`config.mk`:
```
export PLATFORM = sky130hd
export DESIGN_NAME = branch_resolve_e_flat
export DESIGN_NICKNAME = d
export VERILOG_FILES = /design/src/rtl/branch_resolve_e_pkg.sv /design/src/rtl/branch_resolve_e_if.sv /design/src/rtl/branch_resolve_e_sat_counter2.sv /design/src/rtl/branch_resolve_e.sv /design/src/flat_wrapper.sv
export SDC_FILE = /design/constraint.sdc
export NUM_CORES = 1
export LEC_CHECK = 0
export BUFFER_PORTS_ARGS = -buffer_cell sky130_fd_sc_hd__buf_2
export CAP_MARGIN = 40
export CORE_UTILIZATION = 51
export DETAILED_ROUTE_END_ITERATION = 10
export GPL_ROUTABILITY_DRIVEN = 0
export PLACE_DENSITY_LB_ADDON = 0.1
export SYNTH_ARGS = -nofsm -noshare
export SYNTH_HDL_FRONTEND = slang
export SYNTH_SLANG_ARGS = --single-unit
```
`constraint.sdc`:
```
create_clock -name CLK -period 4.7 [get_ports CLK]
set_input_delay 0.94 -clock CLK [delete_from_list [all_inputs] [get_ports CLK]]
set_output_delay 0.94 -clock CLK [all_outputs]
set_load 0.02 [all_outputs]
```
`src/rtl/branch_resolve_e_pkg.sv`:
```
// Shared branch/jump encodings and widths
// for the RV32I execute-stage resolver.
package rv_branch_pkg;

  localparam int PC_W = 13;

  localparam logic [1:0] PRED_INIT = 2'b01;

  localparam logic [1:0] JUMP_NONE = 2'b00;
  localparam logic [1:0] JAL       = 2'b01;
  localparam logic [1:0] JALR      = 2'b10;

  localparam logic [2:0] BR_NONE = 3'b000;
  localparam logic [2:0] BEQ     = 3'b001;
  localparam logic [2:0] BNE     = 3'b010;
  localparam logic [2:0] BLT     = 3'b011;
  localparam logic [2:0] BGE     = 3'b100;
  localparam logic [2:0] BLTU    = 3'b101;
  localparam logic [2:0] BGEU    = 3'b110;

endpackage

```
`src/rtl/branch_resolve_e_if.sv`:
```
// E-stage bundle from the D/E register and
// the resolution result sent back upstream.
interface branch_resolve_e_if #(
  parameter int PC_W = rv_branch_pkg::PC_W
);

  logic [1:0]      branch_numberE;
  logic            pred_takenE;
  logic [PC_W-1:0] pcEj;
  logic [31:0]     reg_data1Ej;
  logic [31:0]     reg_data2Ej;
  logic [PC_W-1:0] immEj;
  logic [1:0]      jump_codeEj;
  logic [2:0]      branch_codeEj;
  logic            fail_predict;
  logic [PC_W-1:0] redirect_pc;

  modport master (
    output branch_numberE, pred_takenE,
    output pcEj, reg_data1Ej, reg_data2Ej,
    output immEj, jump_codeEj, branch_codeEj,
    input  fail_predict, redirect_pc
  );

  modport slave (
    input  branch_numberE, pred_takenE,
    input  pcEj, reg_data1Ej, reg_data2Ej,
    input  immEj, jump_codeEj, branch_codeEj,
    output fail_predict, redirect_pc
  );

endinterface

```
`src/rtl/branch_resolve_e_sat_counter2.sv`:
```
// 2-bit up/down saturating counter used as
// one direction-predictor entry.
module sat_counter2 #(
  parameter logic [1:0] INIT = 2'b01
) (
  input  logic       clk,
  input  logic       rst_n,
  input  logic       en,
  input  logic       up,
  output logic [1:0] q
);

  // step toward the observed direction, clamp at the ends
  always_ff @(posedge clk or negedge rst_n) begin
    if (!rst_n) begin
      q <= INIT;
    end else if (en) begin
      if (up && q != 2'b11) begin
        q <= q + 2'b01;
      end else if (!up && q != 2'b00) begin
        q <= q - 2'b01;
      end
    end
  end

endmodule

```
`src/rtl/branch_resolve_e.sv`:
```
// Execute-stage branch/jump resolution with
// a 4-entry direction predictor and stats.
module branch_resolve_e #(
  parameter int         PC_W      = rv_branch_pkg::PC_W,
  parameter int         CNT_W     = 16,
  parameter logic [1:0] PRED_INIT = rv_branch_pkg::PRED_INIT
) (
  input  logic             CLK,
  input  logic             NRST,
  branch_resolve_e_if.slave e,
  input  logic [1:0]       pred_idxF,
  output logic             pred_takenF,
  output logic [CNT_W-1:0] branch_count,
  output logic [CNT_W-1:0] mispredict_count
);

  import rv_branch_pkg::*;

  logic [PC_W-1:0] br_tgt;
  logic [PC_W-1:0] fall_pc;
  logic [PC_W-1:0] jalr_sum;
  logic [PC_W-1:0] jalr_tgt;
  logic            eq;
  logic            lt_s;
  logic            lt_u;
  logic            taken;
  logic            br_code_ok;
  logic            jal_v;
  logic            jalr_v;
  logic            br_v;
  logic [1:0]      cnt [4];

  assign br_tgt   = e.pcEj + e.immEj;
  assign fall_pc  = e.pcEj + PC_W'(4);
  assign jalr_sum = e.reg_data1Ej[PC_W-1:0] + e.immEj;
  assign jalr_tgt = {jalr_sum[PC_W-1:1], 1'b0};

  assign eq   = e.reg_data1Ej == e.reg_data2Ej;
  assign lt_s = $signed(e.reg_data1Ej) < $signed(e.reg_data2Ej);
  assign lt_u = e.reg_data1Ej < e.reg_data2Ej;

  // evaluate the branch condition for the E instruction
  always_comb begin
    taken      = 1'b0;
    br_code_ok = 1'b1;
    case (e.branch_codeEj)
      BEQ:     taken = eq;
      BNE:     taken = !eq;
      BLT:     taken = lt_s;
      BGE:     taken = !lt_s;
      BLTU:    taken = lt_u;
      BGEU:    taken = !lt_u;
      default: br_code_ok = 1'b0;
    endcase
  end

  // jumps win over branches; nothing resolves in reset
  assign jalr_v = NRST && e.jump_codeEj == JALR;
  assign jal_v  = NRST && e.jump_codeEj == JAL;
  assign br_v   = NRST && !jal_v && !jalr_v && br_code_ok;

  // pick the redirect and mispredict outcome
  always_comb begin
    e.fail_predict = 1'b0;
    e.redirect_pc  = '0;
    unique case (1'b1)
      jalr_v: begin
        e.fail_predict = 1'b1;
        e.redirect_pc  = jalr_tgt;
      end
      br_v: begin
        e.fail_predict = taken != e.pred_takenE;
        e.redirect_pc  = taken ? br_tgt : fall_pc;
      end
      default: begin
        e.fail_predict = 1'b0;
        e.redirect_pc  = '0;
      end
    endcase
  end

  for (genvar i = 0; i < 4; i++) begin : g_pred
    sat_counter2 #(
      .INIT (PRED_INIT)
    ) u_cnt (
      .clk   (CLK),
      .rst_n (NRST),
      .en    (br_v && e.branch_numberE == 2'(i)),
      .up    (taken),
      .q     (cnt[i])
    );
  end

  assign pred_takenF = cnt[pred_idxF][1];

  // saturating branch and mispredict statistics
  always_ff @(posedge CLK or negedge NRST) begin
    if (!NRST) begin
      branch_count     <= '0;
      mispredict_count <= '0;
    end else begin
      if (br_v && branch_count != '1) begin
        branch_count <= branch_count + 1'b1;
      end
      if (e.fail_predict && mispredict_count != '1) begin
        mispredict_count <= mispredict_count + 1'b1;
      end
    end
  end

endmodule

```
`src/flat_wrapper.sv`:
```
// flat-port wrapper written by rule: the top's interface ports become plain ports
module branch_resolve_e_flat import rv_branch_pkg::*;
#(
  parameter int         PC_W      = rv_branch_pkg::PC_W,
  parameter int         CNT_W     = 16,
  parameter logic [1:0] PRED_INIT = rv_branch_pkg::PRED_INIT
)
  (CLK, NRST, pred_idxF, pred_takenF, branch_count, mispredict_count, e_branch_numberE, e_pred_takenE, e_pcEj, e_reg_data1Ej, e_reg_data2Ej, e_immEj, e_jump_codeEj, e_branch_codeEj, e_fail_predict, e_redirect_pc);
  branch_resolve_e_if #(.PC_W(PC_W)) e_i ();
  input  logic CLK;
  input  logic NRST;
  input  logic [1:0] pred_idxF;
  output logic pred_takenF;
  output logic [CNT_W-1:0] branch_count;
  output logic [CNT_W-1:0] mispredict_count;
  input wire logic [$bits(e_i.branch_numberE)-1:0] e_branch_numberE;
  input wire logic [$bits(e_i.pred_takenE)-1:0] e_pred_takenE;
  input wire logic [$bits(e_i.pcEj)-1:0] e_pcEj;
  input wire logic [$bits(e_i.reg_data1Ej)-1:0] e_reg_data1Ej;
  input wire logic [$bits(e_i.reg_data2Ej)-1:0] e_reg_data2Ej;
  input wire logic [$bits(e_i.immEj)-1:0] e_immEj;
  input wire logic [$bits(e_i.jump_codeEj)-1:0] e_jump_codeEj;
  input wire logic [$bits(e_i.branch_codeEj)-1:0] e_branch_codeEj;
  output wire logic [$bits(e_i.fail_predict)-1:0] e_fail_predict;
  output wire logic [$bits(e_i.redirect_pc)-1:0] e_redirect_pc;
  assign e_i.branch_numberE = e_branch_numberE;
  assign e_i.pred_takenE = e_pred_takenE;
  assign e_i.pcEj = e_pcEj;
  assign e_i.reg_data1Ej = e_reg_data1Ej;
  assign e_i.reg_data2Ej = e_reg_data2Ej;
  assign e_i.immEj = e_immEj;
  assign e_i.jump_codeEj = e_jump_codeEj;
  assign e_i.branch_codeEj = e_branch_codeEj;
  assign e_fail_predict = e_i.fail_predict;
  assign e_redirect_pc = e_i.redirect_pc;
  branch_resolve_e #(.PC_W(PC_W), .CNT_W(CNT_W), .PRED_INIT(PRED_INIT)) u_core (.CLK(CLK), .NRST(NRST), .e(e_i), .pred_idxF(pred_idxF), .pred_takenF(pred_takenF), .branch_count(branch_count), .mispredict_count(mispredict_count));
endmodule
```
Yosys cells after proc, flatten, opt, wreduce, memory -nomap -nowiden
Cells that the tools add are included.

$add $sub $neg: 13. Order comparisons: 3. Equality and inequality tests: 19. Muxes and demuxes: 16. Bitwise operators: 1. Reduce and logical (&&, ||, !) cells: 39.

Operator list (number): 32-bit less-than comparator (2); 16-bit by 1-bit adder with 16-bit output, second input constant (2); 32-bit equality test (1); 16-bit != test, second input constant (2); 13-bit adder (2); 13-bit case mux with 2 select lines (1); 2-bit 2-to-1 mux (10); 1-bit logical AND (19); 2-bit nonzero test (8); 13-bit by 3-bit adder with 13-bit output, second input constant (1); 13-bit 2-to-1 mux (1); 3-bit equality test, second input constant (3); 2-bit by 1-bit adder with 2-bit output, second input constant (4); 2-bit != test, second input constant (4); 2-bit AND reduction (4); 2-bit by 1-bit subtractor with 2-bit output, second input constant (4); 2-bit equality test, second input constant (3); 3-bit by 2-bit equality test with 1-bit output, second input constant (2); 1-bit logical NOT (6); 1-bit case mux with 6 select lines (1); 6-bit OR reduction (1); 2-bit binary-select mux with 2-bit select (1); 2-bit by 1-bit equality test with 1-bit output, second input constant (2); 3-bit by 1-bit equality test with 1-bit output, second input constant (1); 6 further kinds (6).

Register bits after elaboration: 40. Bits of input ports: 102. Output and inout bits: 47. Word-level logic and storage cells: 97.

Depth between registers and ports, before layout
Depth in word-level cells: 8. Depth in mapped cells: 15. Depth with buffers taken out: 14.

By module
A second synthesis with hierarchy kept.

Cell total of the unflattened synthesis: 476. Area, all modules: 4119.0 µm².

By module, submodules not included: branch_resolve_e (instances 1, cells each 444, area each 3733.6 µm², seq. area each 800.8 µm²); sat_counter2 (instances 4, cells each 8, area each 96.3 µm², seq. area each 51.3 µm²).

Worst setup path after synthesis
Ideal clock, no wire load.

Kind: input to output. Start point: in e_reg_data2Ej[14]. End point: out e_redirect_pc[6]. Data arrival time: 3655 ps. Required time: 3760 ps. Slack: 105 ps. Cell stages on the path: 13. Buffers on the path: 2. Cell sequence: inv_1 ha_1 a21oi_1 nand2_1 a21o_1 o41a_1 or3_1 nand3_1 and3_1 clkbuf_1 buf_2 nor2_1 o32ai_1.

Word-level cells in the longest chain between the ends: 5. Elaborated cells on any way between the ends: 9. Classes of those cells: 2 x order compare; 1 x eq/ne; 3 x mux; 3 x reduce/logical.

Ends and longest elaborated chain: start: declaration (line flat_wrapper.sv:20) `input wire logic [$bits(e_i.reg_data2Ej)-1:0] e_reg_data2Ej;`; 32-bit less-than comparator, or another cell as far along (line branch_resolve_e.sv:40) `assign lt_u = e.reg_data1Ej < e.reg_data2Ej;`; 1-bit logical NOT, on equally long branches (line branch_resolve_e.sv:52, branch_resolve_e.sv:48, branch_resolve_e.sv:50); 1-bit case mux with 6 select lines * (line branch_resolve_e.sv:46) `case (e.branch_codeEj)`; 13-bit 2-to-1 mux * (line branch_resolve_e.sv:73) `e.redirect_pc = taken ? br_tgt : fall_pc;`; 13-bit case mux with 2 select lines * (line branch_resolve_e.sv:66) `unique case (1'b1)`; end: declaration (line flat_wrapper.sv:25) `output wire logic [$bits(e_i.redirect_pc)-1:0] e_redirect_pc;`.

Mark *: on every way between the ends. The rest lies on a longest branch, timed or not.

Worst setup path after layout
Start point: in e_reg_data1Ej[1]. End point: out e_redirect_pc[2].

Word-level cells in the longest chain between the ends: 5. Elaborated cells on any way between the ends: 10. Classes of those cells: 1 x add/sub; 2 x order compare; 1 x eq/ne; 3 x mux; 3 x reduce/logical.

Ends and longest elaborated chain: start: declaration (line flat_wrapper.sv:19) `input wire logic [$bits(e_i.reg_data1Ej)-1:0] e_reg_data1Ej;`; 32-bit less-than comparator, or another cell as far along (line branch_resolve_e.sv:40); 1-bit logical NOT, on equally long branches (line branch_resolve_e.sv:52, branch_resolve_e.sv:48, branch_resolve_e.sv:50); 1-bit case mux with 6 select lines (line branch_resolve_e.sv:46); 13-bit 2-to-1 mux (line branch_resolve_e.sv:73); 13-bit case mux with 2 select lines * (line branch_resolve_e.sv:66).

Marked as above.

==> results.sh <==
export IMPL_pwr_density_cell_mw_per_mm2=260.1
export IMPL_gr_usage_all_layers=0.2542
export IMPL_syn_num_nets=656
export IMPL_gr_usage_met2=0.4369
export IMPL_crit_fanout=5
export IMPL_placed_cell_area_mm2=0.004943
export IMPL_wire_per_inst_um=13.69
export IMPL_cp_slowest_cell="or3_4"
export IMPL_crit_family="compound AO/OA/AOI/OAI gates"
export IMPL_grt_max_degree=41
export IMPL_drtPass1Iterations=4
export IMPL_ys_flop_type="dfrtp_1"
export IMPL_worstPathCellList="buf_2 > ha_4 > nor2b_1 > o211ai_1 > a2111oi_2 > o41a_1 > or3_4 > a21o_4 > and3_4 > buf_6 > nor2_2 > a21oi_1 > o22ai_1 > buf_4"
export IMPL_reg2reg_slack_ns=2.26
export IMPL_synthesis_area_mm2=0.004060
export IMPL_wl_mm=10.31
export IMPL_worstPathRequired_ns=3.76
export IMPL_drc=0
export IMPL_cap_viol_max_count=0
export IMPL_h_tree_depth=2
export IMPL_max_slew_margin=0.5720
export IMPL_layout_nets=812
export IMPL_rsz0062_at_grt="true"
export IMPL_grt_pass1_vias=3962
export IMPL_syn_inst=494
export IMPL_synth_async_reset_ratio=1.000
export IMPL_crit_buf_inv=3
export IMPL_whs_ns=0.4862
export IMPL_critPathMaxStageDelay_ns=0.43
export IMPL_ant_nets=0
export IMPL_critPathLaunchType="input pin"
export IMPL_fin_ws_ns=0.07952
export IMPL_p_leak_nw=2.665
export IMPL_layout_commonest_cell="buf_2"
export IMPL_rows=32
export IMPL_tightestPinTransition_ns=0.6400
export IMPL_die_area_mm2=0.008322
export IMPL_clock_tree_root_cell="clkbuf_8"
export IMPL_dp_cells=743
export IMPL_coreArea_mm2=0.007727
export IMPL_port_buffers=148
export IMPL_ys_types=51
export IMPL_drive_above_1_share=0.3088
export IMPL_globalRoute_totalOverflow=0
export IMPL_chipWidth_um=91.23
export IMPL_vias=4064
export IMPL_fin_skew_ns=0.01026
export IMPL_crit_type="in -> out"
export IMPL_stdcell_area_mm2=0.005200
export IMPL_fmax_mhz=216.4
export IMPL_syn_avg_cell_area_um2=8.219
export IMPL_met1_usage=0.3267
export IMPL_yosys_warnings=0
export IMPL_hold_class="reg -> reg"
export IMPL_die_height_um=91.23
export IMPL_ioPinCount=149
export IMPL_antenna_found_initial=0
export IMPL_insertion_delay_ns=0.29
export IMPL_hpwl_mm=8.360
export IMPL_final_cells=753
export IMPL_synth_seq_cells=40
export IMPL_cts_inserted_buffers=5
export IMPL_clock_path_buffers=2
export IMPL_hold_buffers=0
export IMPL_top_usage_layer="met2"
export IMPL_cts_clk_slew_worst_paths_ns=0.09
export IMPL_num_antenna_cells=0
export IMPL_cp_arrival_ns=3.68
export IMPL_setup_worst_path_end_class="output pin"
export IMPL_fin_crit_sh=0.9831
export IMPL_n_fill_cell=665
export IMPL_drt_iter0_drc=143
export IMPL_area_delta_synth_final_pct=28.07
export IMPL_initial_core_util=0.5254
export IMPL_hold_viol_final=0
export IMPL_status="completed"
export IMPL_setup_viol=0
export IMPL_gr_usage_met3=0.05444
export IMPL_ys_seq_area_frac=0.2478
export IMPL_slew_viol_final=0
export IMPL_dp_slack_ns=-0.09569
export IMPL_via_per_inst=5.397
export IMPL_clock_sinks=40
export IMPL_cts_tree="built"
export IMPL_ir_worst_vdd_uv=264.6
export IMPL_post_route_min_period_ns=4.620
export IMPL_final_cell_mix="146 x buf_2, 56 x ha_1, 47 x nand2_1"
export IMPL_grt_pass1_wl_mm=17.46
export IMPL_synth_edff_count=0
-- worst register-to-register path: stages (launching register included) --
cell and delay (ns):
dfrtp_1 0.42, and3_1 0.22, and3_1 0.22, nand4_1 0.13, nor3_1 0.08, nor2_1 0.29, nand4_1 0.18, or2_2 0.37
nor2_1 0.17, nand3_1 0.12, xnor2_1 0.14
-- cells by family (layout without fill, tap and decap cells) --
group	after synthesis	count (layout)	share of synthesized area
AND/OR/NAND/NOR	169	170	0.2012
AO/OA/AOI/OAI	109	109	0.1673
adder cells (fa/ha/maj)	60	60	0.1886
XOR/XNOR	57	57	0.1230
buffers and inverters	52	208	0.05085
flip-flops	40	40	0.2478
multiplexers	7	7	0.02126
-- routing by layer --
| layer | wire (um) | vias to the layer above | part of all wire |
|---|---|---|---|
| met1 | 4619 | 1853 | 0.45 |
| met2 | 4851 | 124 | 0.47 |
| met3 | 666 | 19 | 0.065 |
| li1 | - | 2068 | - |
| met5 | 0 | - | 0 |
| met4 | 169 | 0 | 0.016 |
-- flip-flops by register name, indices dropped and copies added (netlist names) --
signal                   cells
u_core.branch_count         16
u_core.mispredict_count     16
u_core.g_pred.u_cnt.q        8
-- cell type report --
| cell class | count | area (um2) | area share |
|---|---|---|---|
| Multi-Input combinational cell | 403 | 2969 | 0.5710 |
| Sequential cell | 40 | 1006 | 0.1935 |
| Timing Repair Buffer | 157 | 824.5 | 0.1586 |
| Inverter | 43 | 161.4 | 0.03104 |
| Tap cell | 102 | 127.6 | 0.02454 |
| Clock buffer | 5 | 68.82 | 0.01323 |
| Clock inverter | 3 | 42.54 | 0.008181 |
-- Yosys cell counts (all sizes together) (2+ instances only) --
master | instances | share of area
a211oi | 2 | 0.0037
a21boi | 2 | 0.0037
a21o | 8 | 0.015
a21oi | 40 | 0.049
and2 | 2 | 0.0037
and3 | 10 | 0.015
buf | 4 | 0.0065
clkbuf | 5 | 0.0046
dfrtp | 36 | 0.22
dfstp | 4 | 0.026
fa | 2 | 0.0099
ha | 58 | 0.18
inv | 43 | 0.040
mux2 | 3 | 0.0083
mux2i | 3 | 0.0074
nand2 | 47 | 0.043
nand2b | 3 | 0.0046
nand3 | 27 | 0.033
nand4 | 20 | 0.031
nor2 | 36 | 0.033
nor2b | 4 | 0.0062
nor3 | 8 | 0.0099
nor3b | 2 | 0.0049
nor4 | 2 | 0.0031
o211ai | 3 | 0.0055
o21a | 7 | 0.013
o21ai | 22 | 0.027
o21bai | 4 | 0.0074
o22ai | 4 | 0.0062
o32ai | 6 | 0.013
or2 | 3 | 0.0046
or3 | 4 | 0.0062
xnor2 | 42 | 0.091
xor2 | 15 | 0.032
-- path summary, 6_finish.rpt --
path / startpoint / end / cells after the start
max: e_reg_data1Ej[1] / e_redirect_pc[2] / 14
min: u_core.branch_count[7]$_DFFE_PN0P_ / u_core.branch_count[7]$_DFFE_PN0P_ / 1
max reg2reg: u_core.branch_count[6]$_DFFE_PN0P_ / u_core.branch_count[15]$_DFFE_PN0P_ / 10
min reg2reg: u_core.branch_count[7]$_DFFE_PN0P_ / u_core.branch_count[7]$_DFFE_PN0P_ / 1
max in group asynchronous: NRST / u_core.g_pred[2].u_cnt.q[0]$_DFFE_PN1P_ / 2
min in group asynchronous: NRST / u_core.branch_count[6]$_DFFE_PN0P_ / 2
-- per-stage QoR --
stage | util | TNS (ns) | power [mW]
detailed placement | 0.6397 | -0.3052 | 1.046
global route | 0.6729 | -0.06134 | 1.451
finish | 0.6729 | 0 | 1.353
global placement | 0.6397 | -0.01271 | 1.027
CTS | 0.6558 | -0.02556 | 1.333
floorplan | - | 0 | 0.8499
-- power by group --
group / switching [mW] / total [mW] / internal [mW]
sequential: 0.0677 / 0.481 / 0.413
clock: 0.128 / 0.285 / 0.157
combinational: 0.327 / 0.586 / 0.260
total: 0.522 / 1.35 / 0.830
-- what timing repair did --
action / CTS / global route
buffers inserted: 0 / 1
cloned: 0 / 1
setup endpoints to repair: 6 / 13
resized for setup: 3 / 28
pin swaps: 0 / 8
Power figures use the tool's default switching activity.
